==> src/rtl/gcn_transform_fsm.sv <==
// Sequencer for the feature x weight transformation stage (FM_WM = features x weights).
// It owns the external read port, loads the weights, then walks every (row, column) through a dot product and a write.
module gcn_transform_fsm #(
    parameter int WEIGHT_COLS           = 3,
    parameter int FEATURE_ROWS          = 6,
    parameter int ADDRESS_WIDTH         = 13,
    parameter int FEATURE_BASE          = 512,
    parameter int COUNTER_WEIGHT_WIDTH  = $clog2(WEIGHT_COLS),
    parameter int COUNTER_FEATURE_WIDTH = $clog2(FEATURE_ROWS)
) (
    input  logic                             i_clk,
    input  logic                             i_reset,
    input  logic                             i_start,
    output logic                             o_enable_read,
    output logic [ADDRESS_WIDTH-1:0]         o_read_address,
    output logic                             o_enable_write_weight,
    output logic                             o_enable_scratch_pad,
    output logic                             o_enable_dot,
    output logic                             o_enable_write_fm_wm,
    output logic [COUNTER_WEIGHT_WIDTH-1:0]  o_weight_count,
    output logic [COUNTER_FEATURE_WIDTH-1:0] o_feature_count,
    output logic                             o_done_trans
);

    typedef enum logic [2:0] {
        IDLE,
        LOAD_W,
        READ_F,
        COMPUTE,
        WRITE,
        DONE
    } state_t;

    localparam logic [COUNTER_WEIGHT_WIDTH-1:0]  LAST_W = COUNTER_WEIGHT_WIDTH'(WEIGHT_COLS - 1);
    localparam logic [COUNTER_FEATURE_WIDTH-1:0] LAST_F = COUNTER_FEATURE_WIDTH'(FEATURE_ROWS - 1);

    state_t                           r_state;
    state_t                           w_next_state;
    logic [COUNTER_WEIGHT_WIDTH-1:0]  r_weight_count;
    logic [COUNTER_WEIGHT_WIDTH-1:0]  w_next_weight_count;
    logic [COUNTER_FEATURE_WIDTH-1:0] r_feature_count;
    logic [COUNTER_FEATURE_WIDTH-1:0] w_next_feature_count;

    always_ff @(posedge i_clk) begin
        if (i_reset) begin
            r_state         <= IDLE;
            r_weight_count  <= '0;
            r_feature_count <= '0;
        end else begin
            r_state         <= w_next_state;
            r_weight_count  <= w_next_weight_count;
            r_feature_count <= w_next_feature_count;
        end
    end

    // Outputs depend only on the registered state and counters, so start never reaches them combinationally.
    always_comb begin
        w_next_state          = r_state;
        w_next_weight_count   = r_weight_count;
        w_next_feature_count  = r_feature_count;
        o_enable_read         = 1'b0;
        o_read_address        = '0;
        o_enable_write_weight = 1'b0;
        o_enable_scratch_pad  = 1'b0;
        o_enable_dot          = 1'b0;
        o_enable_write_fm_wm  = 1'b0;
        o_done_trans          = 1'b0;

        case (r_state)
            IDLE: begin
                if (i_start) begin
                    w_next_state         = LOAD_W;
                    w_next_weight_count  = '0;
                    w_next_feature_count = '0;
                end
            end
            LOAD_W: begin
                o_enable_read         = 1'b1;
                o_enable_write_weight = 1'b1;
                o_read_address        = ADDRESS_WIDTH'(r_weight_count);
                if (r_weight_count == LAST_W) begin
                    w_next_weight_count = '0;
                    w_next_state        = READ_F;
                end else begin
                    w_next_weight_count = r_weight_count + 1'b1;
                end
            end
            READ_F: begin
                o_enable_read        = 1'b1;
                o_enable_scratch_pad = 1'b1;
                o_read_address       = ADDRESS_WIDTH'(FEATURE_BASE) + ADDRESS_WIDTH'(r_feature_count);
                w_next_state         = COMPUTE;
            end
            COMPUTE: begin
                o_enable_dot = 1'b1;
                w_next_state = WRITE;
            end
            WRITE: begin
                o_enable_write_fm_wm = 1'b1;
                if (r_weight_count < LAST_W) begin
                    w_next_weight_count = r_weight_count + 1'b1;
                    w_next_state        = COMPUTE;
                end else if (r_feature_count < LAST_F) begin
                    w_next_weight_count  = '0;
                    w_next_feature_count = r_feature_count + 1'b1;
                    w_next_state         = READ_F;
                end else begin
                    w_next_state = DONE;
                end
            end
            DONE: begin
                o_done_trans = 1'b1;
                if (!i_start) begin
                    w_next_state         = IDLE;
                    w_next_weight_count  = '0;
                    w_next_feature_count = '0;
                end
            end
            default: begin
                w_next_state = IDLE;
            end
        endcase
    end

    assign o_weight_count  = r_weight_count;
    assign o_feature_count = r_feature_count;

endmodule

==> config.mk <==
export PLATFORM = sky130hd
export DESIGN_NAME = gcn_transform_fsm
export DESIGN_NICKNAME = d
export VERILOG_FILES = /design/src/rtl/gcn_transform_fsm.sv
export SDC_FILE = /design/constraint.sdc
export NUM_CORES = 1
export LEC_CHECK = 0
export ABC_AREA = 0
export ABC_CLOCK_PERIOD_IN_PS = 2200
export CAP_MARGIN = 40
export CELL_PAD_IN_SITES_DETAIL_PLACEMENT = 0
export CELL_PAD_IN_SITES_GLOBAL_PLACEMENT = 1
export CORE_UTILIZATION = 32
export DETAILED_ROUTE_END_ITERATION = 7
export PLACE_DENSITY = 0.87
export RECOVER_POWER = 50
export SYNTH_ARGS = -nofsm -noshare
export SYNTH_HDL_FRONTEND = slang
export SYNTH_SLANG_ARGS = --single-unit
==> constraint.sdc <==
create_clock -name i_clk -period 2.2 [get_ports i_clk]
set_input_delay 0.55 -clock i_clk [delete_from_list [all_inputs] [get_ports i_clk]]
set_output_delay 0.55 -clock i_clk [all_outputs]
set_load 0.01 [all_outputs]
Word-level counts from Yosys, hierarchy flattened:

Index checks and enable logic that the tools add are counted.

* register bits: 8
* logic and storage cells: 50
* input bits: 3

* equal/unequal tests: 12
* reduce and logical (&&, ||, !) cells: 7
* muxes and demuxes: 23
* add/subtract/negate cells: 3
* $lt $le $gt $ge: 2

Operator list (number)
* $mux 3: 8
* $pmux 11 s2: 1
* $pmux 3 s6: 1
* $add 10x3->11 const A: 1
* $mux 2: 5
* $ne 2x2->1 const B: 5
* $pmux 3 s3: 1
* $pmux 2 s4: 1
* $eq 3x2->1 const B: 2
* $eq 3x3->1 const B: 2
* $mux 1: 6
* $reduce_and 5->1: 1
* $reduce_and 4->1: 1
* $reduce_bool 4->1: 1
* $add 3x1->3 const B: 1
* $eq 3x1->1 const B: 1
* $logic_not 3->1: 1
* $lt 3x3->1 const B: 1
* $ne 3x3->1 const B: 1
* $reduce_and 3->1: 1
* $reduce_bool 3->1: 1
* $add 2x1->2 const B: 1
* $eq 2x2->1 const B: 1
* $lt 2x2->1 const B: 1
* $reduce_or 2->1: 1

Longest topological paths before layout:

Gate-level depths: netlist (run 1).

* word-level depth: 4
* mapped depth: 4
* gate-level depth less buffers: 4

Worst setup path before layout (run 1):

No wires, ideal clock.

* path kind: register to output
* start: reg r_state[0]
* end: out o_read_address[0]
* setup slack: 573 ps
* arrival: 1077 ps
* cell stages (with the launch flop): 4
* buffers on the path: 0
* cells stage by stage: dfxtp_1 -> and2b_1 -> nor2b_1 -> a22o_1

* longest elaborated chain between the ends: 2

RTL lines
* from (decl): RTL line 37 `state_t r_state;`
* from (signal assigned): RTL line 50 `r_state <= w_next_state;`
* $eq 3x2->1 or $eq 3x1->1 (tied branches): RTL line 69 `case (r_state)`
* $pmux 11 s2 (*): RTL line 69
* to (decl): RTL line 15 `output logic [ADDRESS_WIDTH-1:0] o_read_address,`

Every way passes the cells marked *; elsewhere a longest branch is shown, timed or not.

Worst setup path in the final report (run 1):

* start: reg r_state[0]
* end: out o_enable_scratch_pad

* longest elaborated chain between the ends: 2

RTL lines
* $eq 3x2->1: RTL line 69
* $mux 1: RTL line 69
* to (decl): RTL line 17 `output logic o_enable_scratch_pad,`

Every way passes these cells.

==> flow_summary_export.csv, run 1 <==
group,metric,value,unit
status,outcome,"finished, final reports clean",
floorplanning,rows,16,
pwr,peakVddDrop,0.000269,V
placement,gp_congestion,0.753,
floorplanning,io_pins,27,
synthesis,synthCells,83,
cells_and_area,final_cell_area,873,um^2
timing,fin_tns_setup,0,ns
synthesis,synth_flop_cell,"dfxtp_1",
worst_setup_path,critPathMaxFanout,5,
global_route,first_global_vias,455,
clock_network,htreeDepth,1,
cells_and_area,fillers,220,
global_route,grt_max_degree,13,
timing,drv_slew,0,
clock_network,cts_tree,"yes",
global_route,overflow,0,
clock_network,numCtsBuffers,3,
timing,rsz0062_at_grt,"no",
floorplanning,die_w,47.7,um
synthesis,synth_seq_cells,8,
timing,finalHoldViolCount,0,
synthesis,synth_edf_count,0,
synthesis,yosysUniqueCellTypes,39,
floorplanning,die_h,47.7,um
routing,viasPerCell,5.05,
timing,setup_violations,0,
global_route,grt_util_all_layers,0.135,
synthesis,ys_seq_area_frac,0.240,
hold_path,hp-class,"reg2reg",
floorplanning,start_util,0.340,
synthesis,synthTopCellsByArea,"dfxtp_1, buf_4, nor2b_1",
routing,drt_iter0_drc,27,
routing,drc,0,
cells_and_area,diodes,0,
clock_network,clk_latency,0.26,ns
placement,post_dp_cell_area,838,um^2
cells_and_area,area_growth,31.0,%
timing,fmax,0.479,GHz
timing,skew,0.00166,ns
clock_network,clockBufferDepth,2,
clock_network,path_clk_slew,0.06,ns
placement,place_hpwl,1090,um
placement,numPortBuffers,17,
synthesis,synthArstFlopShare,0,
timing,fin_crit_sh,0.949,
global_route,antenna_found_initial,0,
worst_setup_path,end_kind,"output port",
global_route,grt_first_pass_wirelength,2080,um
worst_setup_path,startpoint_type,"flip-flop",
synthesis,synth_area_leader_cell,"dfxtp_1",
routing,first_pass_iters,4,
cells_and_area,seq_area,165,um^2
routing,wl_per_cell,11.7,um
routing,drtAntennaViolNets,0,
cells_and_area,finish.net_count,108,
cells_and_area,multi_input_area,425,um^2
clock_network,postCtsHoldBufs,0,
floorplanning,die_area,0.00227,mm^2
worst_setup_path,worst-setup-path-type,"reg2out",
worst_setup_path,arrival,1.54,ns
worst_setup_path,required,1.65,ns
synthesis,synth_commonest_cells,"buf_4, dfxtp_1, inv_1",
synthesis,yosysWarnings,0,
cells_and_area,drive_above_1_share,0.157,
synthesis,synth.avg_cell_area,8.03,um^2
floorplanning,core,0.00196,mm^2
job,drv_cap,0,
routing,wirelength,1510,um
clock_network,root_buffer,"clkbuf_4",
routing,vias,652,
clock_network,cts_num_sinks,8,
synthesis,netlist.area_leader.share,0.240,
synthesis,synth_most_common_cell,"buf_4",
synthesis,syn_area,667,um^2
pwr,powerDensity,402,mW/mm^2
timing,hold_ws,0.579,ns
timing,final_period_minus_worst_setup_slack,2.09,ns
pwr,p_leak,0.000349,uW
## per-stage QoR
stage,utilization,setup slack (ns),total power [uW],instances
floorplan,-,0.573,218,91
global route,0.445,0.0562,370,129
CTS,0.447,0.0463,360,129
detailed placement,0.427,0.0475,235,125
global placement,0.427,0.162,232,125
finish,0.445,0.113,351,129
## critical path, stage by stage (launching register included)
cell and delay [ns]:
dfxtp_4 0.36, nor2_2 0.15, and2_1 0.20, clkdlybuf4s50_1 0.56
## area by class of cell
type,instances,area share
inverters,6,0.0258
multi-input cells,63,0.487
repair buffers,22,0.234
flip-flops and latches,8,0.189
well taps,27,0.0387
clock buffers,3,0.0258
## repair_timing
item | in CTS | in global routing
endpoints found under the hold margin | 0 | 0
setup buffers | 1 | 0
gates cloned | 0 | 0
setup endpoints to repair | 4 | 2
resized for setup | 8 | 3
## cell families (layout without fill, tap and decap cells)
group,Yosys count,in the layout,share of synthesized area
flip-flops,8,8,0.240
XOR/XNOR,1,1,0.0131
adder cells (fa/ha/maj),1,1,0.0188
buffers and inverters,20,31,0.173
AO/OA/AOI/OAI,24,24,0.280
other,1,9,0.00562
AND/OR/NAND/NOR,28,28,0.270
## path summary, 6_finish.rpt
kind | from | to | slack, ns | cells past startpoint
worst max register to register | r_state[1] | r_state[0] | 0.70 | 4
worst min-delay path | r_state[2] | r_state[1] | 0.58 | 3
worst max-delay path | r_state[0] | o_enable_scratch_pad | 0.11 | 3
worst min register to register | r_state[2] | r_state[1] | 0.58 | 3
## routing by layer
layer	GRT usage	wire (um)
met1	0.196	717
met2	0.175	686
met3	0.0340	89
met4	0.0833	14
met5	0	0
## sequential cells by signal, indices dropped and copies added, names as in the netlist
signal and flops:
r_state 3, o_feature_count 3, o_weight_count 2
## power breakdown
part           leakage, uW  internal (uW)  switching, uW
clock            0.0000138           62.9           56.3
sequential       0.0000661            150           9.57
combinational     0.000270           33.4           39.1
## cell usage in the layout, fill, tap and decap left out, types with 5 or more instances in the layout
cell type,Yosys,layout
clkdlybuf4s50_1,0,9
dfxtp_1,8,6
buf_4,10,5
conb_1,1,9
inv_1,6,6
Power figures use the tool's default switching activity.
==> inputs of run 2 (changes only) <==
ABC_CLOCK_PERIOD_IN_PS = 1700   (was 2200)
CORE_UTILIZATION = 26   (was 32)
CTS_CLUSTER_DIAMETER = 40   (was default)
PLACE_DENSITY = 0.77   (was 0.87)
clock period = 1.7 ns   (was 2.2 ns; I/O delays follow)
==> run 2 against run 1 <==
Against the previous run:
- the run now ends with negative setup slack left
- non-clock buffer count increased by 11
- setup slack worse by 0.19 ns
- sequential cell count unchanged
- critical path depth rose by 2
- count of clock-buffer cells in the layout stayed put
- first-iteration DRC count down 7.4%
- worst hold slack worse by 0.036 ns
- utilization down 5.1 points
- largest power group unchanged
==> flow_summary_export.csv, run 2 (synthesis gave the netlist of run 1 again) <==
group,metric,value,unit
worst_setup_path,critPathMaxFanout,3,
floorplanning,rows,17,
pwr,p_int,334,uW
worst_setup_path,arrival,1.36,ns
worst_setup_path,rrSetupSlack,0.11,ns
cells_and_area,multi_input_area,430,um^2
routing,drc,0,
worst_setup_path,crit_chain,"and2b_1, nor2b_4, buf_6, or2_1, buf_2",
routing,vias,694,
global_route,first_global_vias,608,
timing,finalHoldViolCount,0,
global_route,grt_max_degree,11,
clock_network,htreeDepth,1,
pwr,power.share.clock,0.312,
pwr,switching_share,0.285,
hold_path,holdCritStartpoint,"o_feature_count[0]",
global_route,overflow,0,
clock_network,cts_tree,"yes",
routing,wl_per_cell,12.1,um
clock_network,clockBufferDepth,2,
job,drv_cap,0,
worst_setup_path,timing.rr.start,"r_state[2]",
cells_and_area,mostFrequentLayoutCell,"buf_4",
worst_setup_path,cp_slowest_cell,"dfxtp_2",
global_route,antenna_found_initial,0,
routing,wirelength,1700,um
global_route,grt_util_all_layers,0.137,
timing,fin_tns_setup,-0.134,ns
cells_and_area,area_growth,37.0,%
placement,gp_congestion,0.790,
worst_setup_path,r2r_cells,5,
pwr,net-switching-power,133,uW
clock_network,root_buffer,"clkbuf_4",
floorplanning,core,0.00232,mm^2
clock_network,path_clk_slew,0.05,ns
pwr,peakVddDrop,0.000330,V
clock_network,clk_latency,0.25,ns
pwr,power.share.sequential,0.431,
status,failed_checks,"negative setup slack",
worst_setup_path,worst-path-stages,5,
worst_setup_path,startpoint_type,"flip-flop",
routing,drt_iter0_drc,25,
worst_setup_path,path_delay_family,"simple AND/OR/NAND/NOR gates",
timing,fmax,0.561,GHz
placement,place_hpwl,1320,um
global_route,grt_first_pass_wirelength,2770,um
floorplanning,io_pins,27,
timing,fin_crit_sh,1.05,
floorplanning,die_area,0.00277,mm^2
status,outcome,"complete, but fails checks",
cells_and_area,drive_above_1_share,0.345,
worst_setup_path,crit_buf_inv,2,
cells_and_area,finish.net_count,119,
timing,skew,0.00627,ns
worst_setup_path,worst_r2r_endpoint,"o_weight_count[0]",
floorplanning,die_h,52.6,um
cells_and_area,most-common-layout-cells,"buf_4, conb_1, inv_1, clkdlybuf4s50_1",
timing,setup_violations,2,
timing,setup_slack,-0.0812,ns
placement,place_ws,-0.192,ns
worst_setup_path,end_kind,"output port",
routing,viasPerCell,4.92,
routing,first_pass_iters,4,
floorplanning,start_util,0.288,
floorplanning,die_w,52.6,um
worst_setup_path,critPathMaxStageDelay,0.32,ns
worst_setup_path,required,1.27,ns
pwr,powerDensity,512,mW/mm^2
hold_path,hp-class,"reg2reg",
routing,drtAntennaViolNets,0,
cells_and_area,diodes,0,
worst_setup_path,worst-setup-path-type,"reg2out",
hold_path,hold-path-endpoint,"o_feature_count[0]",
pwr,pwr-share-comb,0.256,
timing,rsz0062_at_grt,"yes",
cells_and_area,fillers,247,
pwr,p_leak,0.000404,uW
timing,final_period_minus_worst_setup_slack,1.78,ns
cells_and_area,seq_area,166,um^2
timing,drv_slew,0,
clock_network,numCtsBuffers,3,
clock_network,cts_num_sinks,8,
hold_path,min_path_cells,1,
placement,numPortBuffers,17,
run 2: cell types whose count changed in the layout (fill, tap and decap cells not counted), moves of 2 or more:
cell / before / now
dlygate4sd3_1: 3 / 1
buf_2: 0 / 4
clkdlybuf4s50_1: 9 / 6
clkdlybuf4s25_1: 2 / 0
clkbuf_1: 0 / 3
dlygate4sd2_1: 3 / 1
clkbuf_2: 0 / 5
dfxtp_2: 1 / 5
dfxtp_1: 6 / 3
buf_4: 5 / 11
run 2: cell type report:
class / instances / share of cell area
multi-input cells: 63 / 0.471
repair buffers: 33 / 0.259
flip-flops and latches: 8 / 0.182
well taps: 28 / 0.0384
clock buffers: 3 / 0.0247
inverters: 6 / 0.0247
run 2: worst reg2reg max path, cell delays in order (launching register included):
cell and delay [ns]:
dfxtp_2 0.32, clkbuf_1 0.17, nor3b_2 0.25, clkbuf_1 0.32, nand3_2 0.18, a311oi_1 0.28
run 2: power by group through the flow:
| stage | logic (uW) | registers [uW] | clock network, uW |
|---|---|---|---|
| after floorplan | 74.7 | 207 | 0 |
| after global placement | 117 | 204 | 0 |
| after detailed placement | 119 | 204 | 0 |
| after CTS | 121 | 201 | 151 |
| after global routing | 130 | 202 | 161 |
| final | 120 | 201 | 146 |
run 2: worst max path at each step:
stage,startpoint,end
3_3_place_gp,r_state[0],o_read_address[1]
2_1_floorplan,r_state[0],o_read_address[0]
4_1_cts,r_state[2],o_enable_read
5_1_grt,r_state[0],o_enable_read
3_5_place_dp,r_state[0],o_read_address[0]
6_report,r_state[2],o_enable_read
run 2: repair_timing:
action	CTS	global route
pin swaps	2	1
resized for setup	33	10
setup buffers	1	0
endpoints found under the setup margin	11	10
hold buffers	0	0
run 2: per-layer routing:
layer,vias to the layer above,share of wire,global-route usage
met3,4,0.049,0.0261
met1,317,0.47,0.185
li1,342,-,-
met2,31,0.46,0.213
met5,-,0,0
met4,0,0.017,0.0526
run 2: stage by stage:
stage                util  total power, uW  cells  instance area (um^2)  hold slack [ns]
finish              0.394              467    141                   913            0.543
floorplan               -              282     91                   697            0.562
global placement    0.398              321    137                   922            0.612
CTS                 0.411              474    141                   953            0.533
global route        0.394              493    141                   913            0.564
detailed placement  0.398              324    137                   922            0.624
